[src/rtl/fryer_ctrl_param.sv]
// Air-fryer cooking controller with a configurable number of BCD time digits,
// a configurable mode count and a configurable finish-beep length.
// Buttons are debounced single-cycle pulses; all outputs except power_led are registered.
module fryer_ctrl_param #(
    parameter int unsigned CLK_HZ    = 1000,
    parameter int unsigned DIGITS    = 2,
    parameter int unsigned N_MODES   = 3,
    parameter int unsigned BEEP_SECS = 3,
    parameter int unsigned MODE_W    = $clog2(N_MODES + 1)
) (
    input  logic                  clk_1Khz,
    input  logic                  rst,
    input  logic                  power,
    input  logic                  btn_start,
    input  logic                  btn_reset,
    input  logic                  btn_pause,
    input  logic                  btn_mode,
    input  logic                  btn_inc_lo,
    input  logic                  btn_inc_hi,
    output logic [2:0]            state,
    output logic [MODE_W-1:0]     mode,
    output logic [4*DIGITS-1:0]   disp_time,
    output logic                  disp_blank,
    output logic                  heat_en,
    output logic                  buzzer,
    output logic                  power_led
);

    localparam int unsigned TW     = 4 * DIGITS;
    localparam int unsigned TICK_W = (CLK_HZ > 1) ? $clog2(CLK_HZ) : 1;
    localparam int unsigned BEEP_W = (BEEP_SECS > 1) ? $clog2(BEEP_SECS) : 1;

    localparam logic [TICK_W-1:0] TICK_LAST = TICK_W'(CLK_HZ - 1);
    localparam logic [TICK_W-1:0] TICK_HALF = TICK_W'(CLK_HZ / 2);
    localparam logic [TICK_W-1:0] TICK_ONE  = TICK_W'(1);
    localparam logic [BEEP_W-1:0] BEEP_LAST = BEEP_W'(BEEP_SECS - 1);
    localparam logic [BEEP_W-1:0] BEEP_ONE  = BEEP_W'(1);
    localparam logic [MODE_W-1:0] MODE_MAX  = MODE_W'(N_MODES);
    localparam logic [MODE_W-1:0] MODE_ONE  = MODE_W'(1);
    localparam logic [TW-1:0]     TIME_ONE  = TW'(1);

    typedef enum logic [2:0] {
        StIdle    = 3'd0,
        StWork    = 3'd1,
        StFinish  = 3'd2,
        StPrepare = 3'd3,
        StPause   = 3'd4
    } state_e;

    state_e              state_q, state_d;
    logic [TW-1:0]       time_q, time_d;
    logic [MODE_W-1:0]   mode_q, mode_d;
    logic [TICK_W-1:0]   tick_q, tick_d;
    logic [BEEP_W-1:0]   beep_q, beep_d;
    logic                buzzer_q, buzzer_d;
    logic                heat_q;
    logic                blank_q;

    // BCD +1 with carry through every digit; all-9s wraps to all-0s.
    function automatic logic [TW-1:0] bcd_inc(input logic [TW-1:0] v);
        logic [TW-1:0] r;
        logic          carry;
        r     = v;
        carry = 1'b1;
        for (int i = 0; i < int'(DIGITS); i++) begin
            if (carry) begin
                if (v[4*i +: 4] == 4'd9) begin
                    r[4*i +: 4] = 4'd0;
                end else begin
                    r[4*i +: 4] = v[4*i +: 4] + 4'd1;
                    carry       = 1'b0;
                end
            end
        end
        return r;
    endfunction

    // BCD -1 with borrow through every digit.
    function automatic logic [TW-1:0] bcd_dec(input logic [TW-1:0] v);
        logic [TW-1:0] r;
        logic          borrow;
        r      = v;
        borrow = 1'b1;
        for (int i = 0; i < int'(DIGITS); i++) begin
            if (borrow) begin
                if (v[4*i +: 4] == 4'd0) begin
                    r[4*i +: 4] = 4'd9;
                end else begin
                    r[4*i +: 4] = v[4*i +: 4] - 4'd1;
                    borrow      = 1'b0;
                end
            end
        end
        return r;
    endfunction

    // +1 on the most significant digit only, 9 wraps to 0, lower digits untouched.
    function automatic logic [TW-1:0] bcd_ms_inc(input logic [TW-1:0] v);
        logic [TW-1:0] r;
        r = v;
        if (v[TW-1 -: 4] == 4'd9) begin
            r[TW-1 -: 4] = 4'd0;
        end else begin
            r[TW-1 -: 4] = v[TW-1 -: 4] + 4'd1;
        end
        return r;
    endfunction

    // Next-state logic: power-off, then reset, then per-state button/tick handling.
    always_comb begin
        state_d  = state_q;
        time_d   = time_q;
        mode_d   = mode_q;
        tick_d   = tick_q;
        beep_d   = beep_q;
        buzzer_d = 1'b0;

        if (!power || (btn_reset && state_q != StIdle)) begin
            state_d = StIdle;
            time_d  = '0;
            mode_d  = '0;
            tick_d  = '0;
            beep_d  = '0;
        end else begin
            unique case (state_q)
                StIdle: begin
                    // Start/pause suppress a same-cycle edit, so they also block the wake-up.
                    if (!btn_reset && !btn_start && !btn_pause &&
                        (btn_mode || btn_inc_lo || btn_inc_hi)) begin
                        state_d = StPrepare;
                        mode_d  = MODE_ONE;
                        time_d  = '0;
                    end
                end
                StPrepare, StPause: begin
                    if (btn_start) begin
                        if (time_q != '0) begin
                            state_d = StWork;
                            tick_d  = '0;
                        end
                    end else if (!btn_pause) begin
                        if (btn_mode) begin
                            mode_d = (mode_q == MODE_MAX) ? MODE_ONE : mode_q + MODE_ONE;
                        end
                        if (btn_inc_hi) begin
                            time_d = bcd_ms_inc(time_q);
                        end else if (btn_inc_lo) begin
                            time_d = bcd_inc(time_q);
                        end
                    end
                end
                StWork: begin
                    // Pause wins over a coinciding tick; the counter stays frozen.
                    if (btn_pause && !btn_start) begin
                        state_d = StPause;
                    end else if (tick_q == TICK_LAST) begin
                        tick_d = '0;
                        time_d = bcd_dec(time_q);
                        if (time_q == TIME_ONE) begin
                            state_d = StFinish;
                            beep_d  = '0;
                        end
                    end else begin
                        tick_d = tick_q + TICK_ONE;
                    end
                end
                StFinish: begin
                    buzzer_d = (tick_q < TICK_HALF) ? ~buzzer_q : 1'b0;
                    if (tick_q == TICK_LAST) begin
                        tick_d = '0;
                        if (beep_q == BEEP_LAST) begin
                            state_d  = StIdle;
                            time_d   = '0;
                            mode_d   = '0;
                            beep_d   = '0;
                            buzzer_d = 1'b0;
                        end else begin
                            beep_d = beep_q + BEEP_ONE;
                        end
                    end else begin
                        tick_d = tick_q + TICK_ONE;
                    end
                end
                default: begin
                    state_d = StIdle;
                end
            endcase
        end
    end

    // State and output registers with asynchronous active-low reset.
    always_ff @(posedge clk_1Khz or negedge rst) begin
        if (!rst) begin
            state_q  <= StIdle;
            time_q   <= '0;
            mode_q   <= '0;
            tick_q   <= '0;
            beep_q   <= '0;
            buzzer_q <= 1'b0;
            heat_q   <= 1'b0;
            blank_q  <= 1'b1;
        end else begin
            state_q  <= state_d;
            time_q   <= time_d;
            mode_q   <= mode_d;
            tick_q   <= tick_d;
            beep_q   <= beep_d;
            buzzer_q <= buzzer_d;
            heat_q   <= (state_d == StWork);
            blank_q  <= (state_d == StIdle);
        end
    end

    assign state      = state_q;
    assign mode       = mode_q;
    assign disp_time  = time_q;
    assign disp_blank = blank_q;
    assign heat_en    = heat_q;
    assign buzzer     = buzzer_q;
    assign power_led  = power;

endmodule

[config.mk]
export PLATFORM = sky130hd
export DESIGN_NAME = fryer_ctrl_param
export DESIGN_NICKNAME = d
export VERILOG_FILES = /design/src/rtl/fryer_ctrl_param.sv
export SDC_FILE = /design/constraint.sdc
export NUM_CORES = 1
export LEC_CHECK = 0
export CORE_MARGIN = 1.5
export CORE_UTILIZATION = 35
export DETAILED_ROUTE_END_ITERATION = 8
export SLEW_MARGIN = 20
export SYNTH_ARGS = -nofsm -noshare
export SYNTH_HDL_FRONTEND = slang
export SYNTH_SLANG_ARGS = --single-unit
[constraint.sdc]
create_clock -name clk_1Khz -period 4.58 [get_ports clk_1Khz]
set_clock_uncertainty 0.15 [all_clocks]
set_input_delay 0.916 -clock clk_1Khz [delete_from_list [all_inputs] [get_ports clk_1Khz]]
set_output_delay 0.916 -clock clk_1Khz [all_outputs]
set_load 0.005 [all_outputs]
==> reports/results.ini, run 1 <==
[run_status]
status=finished, final reports clean

[floorplanning]
start_util_pct=36.33
num_rows=27
core_area_um2=5507
die_h_um=78.61
dieArea_um2=6179
ios=26
die_x_um=78.61

[critical_path]
path_delay_family=buffers and inverters
path_buf_inv=2
cp.required_ns=3.51
worstPathArrival_ns=2.08
slowest_delay_ns=0.61
crit_fanout=8
startpoint=power
critical_path.most_common_cell=clkdlybuf4s50_1
cp-end-kind=primary output
path_cells=clkdlybuf4s50_1 > clkdlybuf4s50_1
start_kind=input port
worstRegToRegCells=8
criticalPathCategory=input port to primary output
r2r_start=disp_time[0]
cp.depth=2
r2r_slack_ns=2.01
crit_path_top_delay_cell=clkdlybuf4s50_1

[routing]
vias_per_cell=5.620
finalWirelength_um=4869
wl_per_cell_um=14.45
route.detailed.drc=0
ant_nets=0
drtIter0Drc=108
vias=1894
drt_first_pass_iters=4

[grt]
grt_pass1_wl_um=8252
grt_util_all_layers_pct=16.43
gr-total-overflow=0
antenna_found_initial=0
grt_pass1_vias=1704
grt_max_degree=17

[synthesis]
synth-edff-count=0
seq_area_frac_synth_pct=35.08
async_reset_ff_share_pct=100.0
synthDistinctLibCells=52
synth_seq_cells=28
syn_inst=243
syn_area_um2=2001
synth_top_area_cell=dfrtp_1
syn_nets=261
netlist.area_leader.share_pct=33.77
ys_top_cells_by_area=dfrtp_1 (34%), o21ai_0 (7.5%), ha_1 (5.6%), nor2_1 (5.3%), nand2_1 (3.8%)
syn_area_per_cell_um2=8.233
ys_warn_count=0
synthFlopType=dfrtp_1

[cts]
cts.sinks=28
clk_pin_slew_ns=0.11
hold_buffers=0
cts_max_level=1
root_buffer=clkbuf_8
post_cts.repair.setup_buffers=0
ctsResizeCount=0
clkLatencyLatePin_ns=0.28
cts_tree=built
cts_buffer_depth=2
cts_buffers=3

[power]
powerDensity_nw_per_um2=241.9
ir_drop_mv=0.1397
leakage_nw=0.9280
finalPower_mw=0.5747

[place]
gp_congestion=0.8096
postPlaceCellArea_um2=2305
io_buffers=25
dpl.hpwl_um=3647

[sta]
slew_headroom_pct=50.45
timing.final.crit_share_pct=68.64
rsz0062_at_grt=false
hold_viol=0
maxSlewViolCount=0
setup_viol=0
setup_tns_ns=0
fmax_mhz=318.1
post-route-min-period_ns=3.144
worst_slew_pin_slew_ns=0.7410

[hold_path]
hp-start=buzzer
hold_depth=1
hp-class=register to register

[final_layout]
final_common_cell=o21ai_0
final_net_count=284
antenna_cells=0
syn_to_final_growth_pct=18.76
final_cell_area_um2=2376
mostFrequentLayoutCells=o21ai_0 (30), nor2_1 (28), dfrtp_1 (27)
layout-drive-gt1-share_pct=5.660

[job]
cap_violations=0

kinds of logic (layout without fill, tap and decap cells):
group / count (synthesis) / count (layout) / share of synthesized area (%)
AND/OR/NAND/NOR: 109 / 109 / 29.52
multiplexers: 3 / 3 / 1.626
AO/OA/AOI/OAI: 76 / 76 / 23.64
adder cells (fa/ha/maj): 9 / 9 / 5.629
buffers and inverters: 17 / 39 / 4.065
flip-flops: 28 / 28 / 35.08
XOR/XNOR: 1 / 1 / 0.4379
flip-flops by register name, indices dropped and copies added, names as in the netlist:
register and count:
heat_en 1, state 3, disp_time 8, buzzer 1
mode 2, beep_q 2, tick_q 10, disp_blank 1
worst paths after layout:
path / to
setup / recovery: power_led
hold / removal: buzzer
setup reg to reg: heat_en
hold reg to reg: buzzer
max in group asynchronous: disp_time[0]
min in group asynchronous: tick_q[5]
routing by layer:
| layer | part of all wire (%) | vias to the layer above | GRT usage, % |
|---|---|---|---|
| li1 | - | 940 | - |
| met1 | 49 | 907 | 25.16 |
| met2 | 46 | 43 | 23.79 |
| met3 | 4.0 | 4 | 1.977 |
| met4 | 0.99 | 0 | 4.821 |
| met5 | 0 | - | 0 |
final cells by class:
type,instances,area (um^2)
repair buffers,27,265.3
clock inverters,1,30.03
well taps,72,90.09
inverters,8,30.03
clock buffers,3,41.29
fillers,565,3131
multi-input cells,198,1217
flip-flops and latches,28,701.9
cells in the mapped netlist, types with 2 or more instances:
library cell  instances
nand4b_1              2
o211ai_1              2
buf_2                 5
clkbuf_1              2
o22ai_1               3
nand2_1              20
a21oi_1              10
and3_1                5
a31oi_1               3
o21bai_1              2
mux2_2                2
o31ai_1               8
o21ai_1               3
nor2_1               28
nor3_1                4
o21ai_0              30
nor3b_1               4
nor2b_1              10
nand2b_1              8
nand3b_1              3
a32oi_1               5
inv_1                 8
nand3_1               9
a211oi_1              2
ha_1                  9
nor4_1                4
dfrtp_1              27
where the power goes:
group          leakage (nW)  switching (mW)  internal [mW]
Sequential            0.384          0.0108          0.255
Combinational         0.508          0.0579         0.0461
Clock                0.0357          0.0880          0.117
Total                 0.928           0.157          0.418
metrics by stage:
step / hold slack (ns) / utilization [%] / setup slack (ns) / instances
6_report: 0.2908 / 43.15 / 1.436 / 337
5_1_grt: 0.3122 / 43.15 / 1.378 / 337
4_1_cts: 0.2996 / 43.15 / 1.424 / 337
3_5_place_dp: 0.2785 / 41.85 / 1.411 / 333
3_3_place_gp: 0.2806 / 41.85 / 1.426 / 333
2_1_floorplan: 0.2821 / - / 2.145 / 243
No activity file was read; power rests on OpenSTA's default activity.
==> run 2, diff against run 1 <==
- clock period: 4.58 -> 2.6 ns (I/O delays scaled with it)
==> run 2 against run 1 <==
Compared with the run above: sequential share of layout area down 1.5 points; sequential cell count unchanged; combinational power up 110%; cell area up 5.5%; first-iteration DRC count up 6.5%; via count up 5.3%; critical path depth up 5.
==> reports/results.ini, run 2 (same netlist as run 1, synthesis figures left out) <==
[grt]
antenna_found_initial=0  ; unchanged
grt_max_degree=29  ; +12
gr-total-overflow=0  ; unchanged
grt_pass1_wl_um=8707  ; +5.5%
grt_util_all_layers_pct=17.43  ; +1.0 points
grt_pass1_vias=1836  ; +7.7%

[sta]
hold_viol=0  ; unchanged
fin_ws_ns=0.1898  ; -1.246 ns
post-route-min-period_ns=2.410
fmax_mhz=414.9
maxSlewViolCount=0  ; unchanged
slew_headroom_pct=57.30  ; +6.9 points
timing.final.crit_share_pct=92.70
worst_slew_pin_slew_ns=0.6351  ; -0.1059 ns
setup_viol=0  ; unchanged
rsz0062_at_grt=false
whs_ns=0.2966  ; +0.005775 ns

[final_layout]
antenna_cells=0  ; unchanged
fillCellCount=556  ; -1.6%
final_common_cell=o21ai_0
layout-drive-gt1-share_pct=12.63  ; +7.0 points
fin_util_pct=45.54  ; +2.4 points
mostFrequentLayoutCells=o21ai_0 (30), nor2_1 (28), dfrtp_1 (26)
seq_area_um2=703.2  ; +0.18%
final_net_count=304  ; +7.0%
largest_register=tick_q
syn_to_final_growth_pct=25.33
largest_register_ff_count=10  ; unchanged
final_cell_area_um2=2507  ; +5.5%
multi_input_area_um2=1224  ; +0.51%

[cts]
clkLatencyLatePin_ns=0.28  ; about the same
clk_pin_slew_ns=0.10  ; about the same
cts_buffer_depth=2  ; unchanged
post_cts.repair.setup_buffers=0  ; unchanged
root_buffer=clkbuf_8
cts.sinks=28  ; unchanged
cts_tree=built
cts_buffers=3  ; unchanged
cts_max_level=1  ; unchanged

[floorplanning]
ios=26  ; unchanged
die_x_um=78.61  ; unchanged
die_h_um=78.61  ; unchanged
num_rows=27  ; unchanged
dieArea_um2=6179  ; unchanged
start_util_pct=36.33  ; unchanged
core_area_um2=5507  ; unchanged

[critical_path]
start_kind=register
criticalPathCategory=register to register
path_buf_inv=0  ; -2
path_delay_family=simple AND/OR/NAND/NOR gates
cp.required_ns=2.62  ; -0.89 ns
worstPathArrival_ns=2.43  ; +0.35 ns
cp-end-kind=register
crit_path_top_delay_cell=dfrtp_1
path_cells=ha_1 > nand4b_1 > nor3_2 > and3b_1 > nor2_1 > a211oi_1 > mux2_2
crit_fanout=7  ; -1
slowest_delay_ns=0.40  ; -0.21 ns

[place]
gp_congestion=0.8543  ; +5.5%
pre_cts_slack_ns=-0.06080  ; -1.472 ns
dpl.hpwl_um=3815  ; +4.6%
postPlaceCellArea_um2=2455  ; +6.5%
io_buffers=25  ; unchanged

[routing]
ant_nets=0  ; unchanged
vias=1994  ; +5.3%
drt_first_pass_iters=4  ; unchanged
vias_per_cell=5.585  ; -0.62%
finalWirelength_um=5091  ; +4.6%
route.detailed.drc=0  ; unchanged
drtIter0Drc=115  ; +6.5%
wl_per_cell_um=14.26  ; -1.3%

[job]
cap_violations=0  ; unchanged

[power]
powerDensity_nw_per_um2=374.4  ; +55%
leakage_nw=1.010  ; +8.8%
ir_drop_mv=0.2232  ; +60%

[run_status]
status=finished, final reports clean

[hold_path]
hp-class=register to register

## run 2: what timing repair did
item,in CTS,in global routing
gates resized for setup,0,2
endpoints found under the setup margin,0,2
hold buffers,0,0
## run 2: per-stage QoR
step / instances / power, mW / TNS (ns)
floorplan: 243 / 0.5810 / 0
global placement: 353 / 0.6925 / -0.05908
detailed placement: 353 / 0.6925 / -0.07367
CTS: 357 / 0.9427 / 0
global route: 357 / 0.9913 / 0
finish: 357 / 0.9387 / 0
## run 2: final cells by class
class,instances,area share (%)
clock buffer,4,1.796
inverter,8,1.198
multi-input combinational,198,48.80
sequential,28,28.04
tap,72,3.593
timing repair buffer,47,16.57
## run 2: power breakdown
group,internal (mW),switching [mW]
combinational,0.106,0.113
sequential,0.449,0.0165
clock,0.110,0.143
total,0.666,0.273
## run 2: final timing paths
check,endpoint,cells past startpoint,start,slack [ns]
max in group asynchronous,disp_blank,2,rst,1.54
min in group asynchronous,tick_q[4],2,rst,0.46
worst max register to register,mode[0],7,tick_q[0],0.19
worst min register to register,buzzer,1,buzzer,0.30
worst max-delay path,mode[0],7,tick_q[0],0.19
worst min-delay path,buzzer,1,buzzer,0.30
## run 2: per-layer routing
metal | up-vias | track usage, % | wire (um)
met5 | - | 0 | 0
met4 | 0 | 5.357 | 51
met3 | 7 | 1.860 | 251
met2 | 60 | 27.93 | 2321
met1 | 942 | 24.50 | 2465
li1 | 985 | - | -
## run 2: worst reg2reg max path, stage by stage, from the launching register on
cell and delay (ns):
dfrtp_1 0.40, ha_1 0.22, nand4b_1 0.12, nor3_2 0.38, and3b_1 0.26, nor2_1 0.07
a211oi_1 0.33, mux2_2 0.38
